File: config.mk
export PLATFORM = sky130hd
export DESIGN_NAME = mac_seq_controller
export DESIGN_NICKNAME = d
export VERILOG_FILES = /design/src/rtl/mac_seq_controller.sv
export SDC_FILE = /design/constraint.sdc
export NUM_CORES = 1
export LEC_CHECK = 0
export ABC_AREA = 1
export ABC_CLOCK_PERIOD_IN_PS = 1400
export CAP_MARGIN = 20
export CORE_AREA = 2 2 39 41
export CTS_CLUSTER_DIAMETER = 50
export DETAILED_ROUTE_END_ITERATION = 12
export DIE_AREA = 0 0 41 43
export SLEW_MARGIN = 20
export SYNTH_ARGS = -nofsm -noshare
export SYNTH_HDL_FRONTEND = slang
export SYNTH_SLANG_ARGS = --single-unit
File: constraint.sdc
create_clock -name clk -period 1.4 [get_ports clk]
set_input_delay 0.21 -clock clk [delete_from_list [all_inputs] [get_ports clk]]
set_output_delay 0.21 -clock clk [all_outputs]
set_load 0.1 [all_outputs]
File: src/rtl/mac_seq_controller.sv
// Sequencing controller for a complex multiply-accumulate datapath.
// For each operation it loads the operands, then for every term issues the
// multiplier, waits for its result and adds it into the accumulator.
// All outputs are decoded from registered state only (Moore machine).
module mac_seq_controller #(
    parameter int N_TERMS = 4,
    parameter int IDX_W   = 2
) (
    input  logic             clk,
    input  logic             rst,
    input  logic             start,
    input  logic             accumulate,
    input  logic             abort,
    input  logic             CMReady,
    output logic             ldArgs,
    output logic             init0Acc,
    output logic [IDX_W-1:0] seli,
    output logic             CMStart,
    output logic             ldAcc,
    output logic             ready,
    output logic             done
);

    typedef enum logic [2:0] {
        S_IDLE,
        S_LOAD,
        S_ISSUE,
        S_WAIT,
        S_ACC,
        S_DONE
    } state_e;

    // Index of the final term; the counter stops here instead of wrapping.
    localparam logic [IDX_W-1:0] LAST_IDX = IDX_W'(N_TERMS - 1);

    state_e           state_q, state_d;
    logic [IDX_W-1:0] idx_q, idx_d;
    logic             acc_mode_q, acc_mode_d;

    // State, term counter and captured accumulate mode; async reset to idle.
    // NOTE: sequential state uses non-blocking assignments so every flop
    // samples the pre-edge value of its neighbours.
    always_ff @(posedge clk or posedge rst) begin
        if (rst) begin
            state_q    <= S_IDLE;
            idx_q      <= '0;
            acc_mode_q <= 1'b0;
        end else begin
            state_q    <= state_d;
            idx_q      <= idx_d;
            acc_mode_q <= acc_mode_d;
        end
    end

    // Next-state logic: abort overrides every other transition.
    // NOTE: every variable gets a hold default first so no path infers a latch.
    always_comb begin
        state_d    = state_q;
        idx_d      = idx_q;
        acc_mode_d = acc_mode_q;
        if (abort) begin
            state_d = S_IDLE;
        end else begin
            unique case (state_q)
                S_IDLE: begin
                    if (start) begin
                        state_d    = S_LOAD;
                        acc_mode_d = accumulate;
                    end
                end
                S_LOAD: begin
                    idx_d   = '0;
                    state_d = S_ISSUE;
                end
                S_ISSUE: begin
                    state_d = S_WAIT;
                end
                S_WAIT: begin
                    if (CMReady) begin
                        state_d = S_ACC;
                    end
                end
                S_ACC: begin
                    if (idx_q == LAST_IDX) begin
                        state_d = S_DONE;
                    end else begin
                        idx_d   = idx_q + IDX_W'(1);
                        state_d = S_ISSUE;
                    end
                end
                S_DONE: begin
                    state_d = S_IDLE;
                end
                default: begin
                    state_d = S_IDLE;
                end
            endcase
        end
    end

    // Output decode from the registered state, counter and mode flag.
    always_comb begin
        ldArgs   = 1'b0;
        init0Acc = 1'b0;
        seli     = '0;
        CMStart  = 1'b0;
        ldAcc    = 1'b0;
        ready    = 1'b0;
        done     = 1'b0;
        unique case (state_q)
            S_IDLE: begin
                ready = 1'b1;
            end
            S_LOAD: begin
                ldArgs   = 1'b1;
                init0Acc = ~acc_mode_q;
            end
            S_ISSUE: begin
                CMStart = 1'b1;
                seli    = idx_q;
            end
            S_WAIT: begin
                seli = idx_q;
            end
            S_ACC: begin
                ldAcc = 1'b1;
                seli  = idx_q;
            end
            S_DONE: begin
                done = 1'b1;
            end
            default: begin
                ready = 1'b0;
            end
        endcase
    end

endmodule

==> flow_summary_export.csv <==
group,metric,value,unit
sta,period_minus_slack,1.52,ns
run_status,violations,"negative setup slack",
critical_path,slowest_delay,0.45,ns
critical_path,path_cells,"nor2_4, nand2_4, a21boi_4, buf_12",
die,std_cell_rows,14,
layout,drive_above_1_share,0.451,
grt,grt_max_degree,7,
die,io_pins,14,
detailed_routing,drt_iter0_markers,6,
detailed_routing,antenna_left,0,
layout,final_cell_mix,"nand2_1, buf_4, inv_1",
die,die_height,43,µm
grt,antenna_found_initial,0,
placement,hpwl,850,µm
grt,grt_pass1_wl,2080,µm
sta,setup_viol,7,
clock_network,clock-sinks,6,
placement,dpl_worst_slack,0.0375,ns
critical_path,crit_slowest_cell,"dfrtp_2",
sta,finalHoldViolCount,0,
layout,layout_commonest_cell,"nand2_1",
synthesis,avgSynthCellArea,6.39,µm²
sta,slew_headroom,0.853,
sta,hold_ws,0.176,ns
grt,grt_pass1_vias,515,
critical_path,worstSetupStartpointType,"register",
sta,fin_ws,-0.117,ns
detailed_routing,drt_first_pass_iters,2,
detailed_routing,route.detailed.drc,0,
sta,fin_crit_sh,1.08,
detailed_routing,vias,509,
synthesis,synth_cell_types,13,
die,core-area,1380,µm²
hold_path,hp-class,"in -> async",
sta,fmax,0.659,GHz
power,vdd.ir_drop.worst,0.784,mV
critical_path,worstSetupPathType,"reg -> out",
layout,diodes,0,
grt,grt.total_usage,0.177,
clock_network,clock-root-buffer,"clkbuf_4",
clock_network,worstSkewPairLatency,0.24,ns
power,p_per_area,1330,nW/µm²
clock_network,clkTransAtPathRegs,0.04,ns
run,maxCapViolCount,0,
critical_path,critical_path.max_fanout,5,
critical_path,endpoint_kind,"primary output",
sta,finalClockSkew,0.000654,ns
sta,rsz0062_at_grt,"yes",
clock_network,clockBufferDepth,2,
synthesis,yosys_warnings,0,
layout,area.growth.synth_to_final,107,%
layout,final_cell_area,846,µm²
run_status,status,"finished with violations",
critical_path,required,1.19,ns
die,die_w,41,µm
synthesis,syn-num-nets,71,
clock_network,cts_tree,"yes",
die,die_area,1760,µm²
detailed_routing,viasPerCell,4.76,
synthesis,synth-seq-cells,6,
die,start_util,0.296,
layout,fin_nets,99,
placement,dpl_cell_area,736,µm²
synthesis,seq_area_frac_synth,0.367,
detailed_routing,wire_per_inst,11.4,µm
layout,fin_util,0.611,
sta,setup_tns,-0.448,ns
critical_path,regToRegSetupSlack,0.09,ns
critical_path,arrival,1.31,ns
placement,place.gp.congestion,0.788,
grt,gr-total-overflow,0,
detailed_routing,finalWirelength,1220,µm
synthesis,syn-cell-area,409,µm²
sta,maxSlewViolCount,0,
clock_network,cts_buffers,3,
synthesis,synth_cells,64,
power,power_leakage,0.397,nW
placement,io_buffer_count,13,
sta,worst_pin_slew,0.218,ns
clock_network,h-tree-depth,1,
-- worst max-delay path: cells and delay by family (launching register included) --
kind                   cells  cell delay, ns
AOI/OAI and AO/OA          1            0.17
buffers and inverters      1            0.19
DFF                        1            0.45
and+or+nand+nor            2            0.25
-- sequential cells by signal, indices dropped and copies added, names as in the netlist --
register	flops
idx_q	2
state_q	3
acc_mode_q	1
-- cell usage after synthesis --
master | n | area share
ha_1 | 1 | 0.031
nor2_1 | 9 | 0.083
nand2_1 | 18 | 0.17
nand4_1 | 1 | 0.015
dfrtp_1 | 6 | 0.37
a21boi_0 | 2 | 0.037
inv_2 | 1 | 0.0092
o21ai_1 | 1 | 0.012
nor2_2 | 2 | 0.031
inv_1 | 11 | 0.10
o21ai_0 | 4 | 0.049
nand3_1 | 7 | 0.086
nand2_2 | 1 | 0.015
-- cells by family after synthesis --
family,share of synthesized area
AOI/OAI and AO/OA,0.0978
adders and majority gates,0.0306
buffers and inverters,0.110
DFF,0.367
and+or+nand+nor,0.394
-- where the power goes --
part / leakage (nW) / internal, mW / switching (mW)
clock network: 0.0150 / 0.108 / 0.0640
registers: 0.0776 / 0.202 / 0.0426
logic: 0.304 / 0.274 / 0.438
total: 0.397 / 0.584 / 0.544
-- through the flow --
stage                     instances  power [mW]
after floorplan                  64       0.644
after global placement           97       0.864
after detailed placement         97       0.871
after CTS                       107        1.12
after global routing            107        1.18
final                           107        1.13
-- worst paths after layout --
kind / from / to / cells past startpoint
worst min-delay path: rst / acc_mode_q / 2
min in group clk: accumulate / acc_mode_q / 3
worst max register to register: state_q[1] / idx_q[0] / 6
max in group asynchronous: rst / state_q[0] / 2
worst max-delay path: state_q[0] / seli[0] / 4
worst min register to register: idx_q[1] / idx_q[1] / 2
-- layout make-up --
| type | instances | area (µm²) |
|---|---|---|
| clock buffer | 4 | 26.3 |
| timing repair buffer | 23 | 285 |
| fill | 121 | 538 |
| multi-input combinational | 46 | 307 |
| tap | 16 | 20.0 |
| sequential | 6 | 153 |
| inverter | 12 | 55.1 |
-- routing by layer --
| layer | part of all wire | track usage | vias up |
|---|---|---|---|
| met1 | 0.37 | 0.179 | 246 |
| met4 | 0.019 | 0.133 | 0 |
| met2 | 0.59 | 0.303 | 9 |
| li1 | - | - | 252 |
| met5 | 0 | 0 | - |
| met3 | 0.022 | 0.0209 | 2 |
-- repair_timing --
item                                    4_1_cts  5_1_grt
hold buffers                                  0        0
setup buffers                                 6        0
pin swaps                                     3        2
endpoints found under the setup margin        7       10
resized for setup                             8        2
Note: power is estimated with default switching activity, not from simulation.
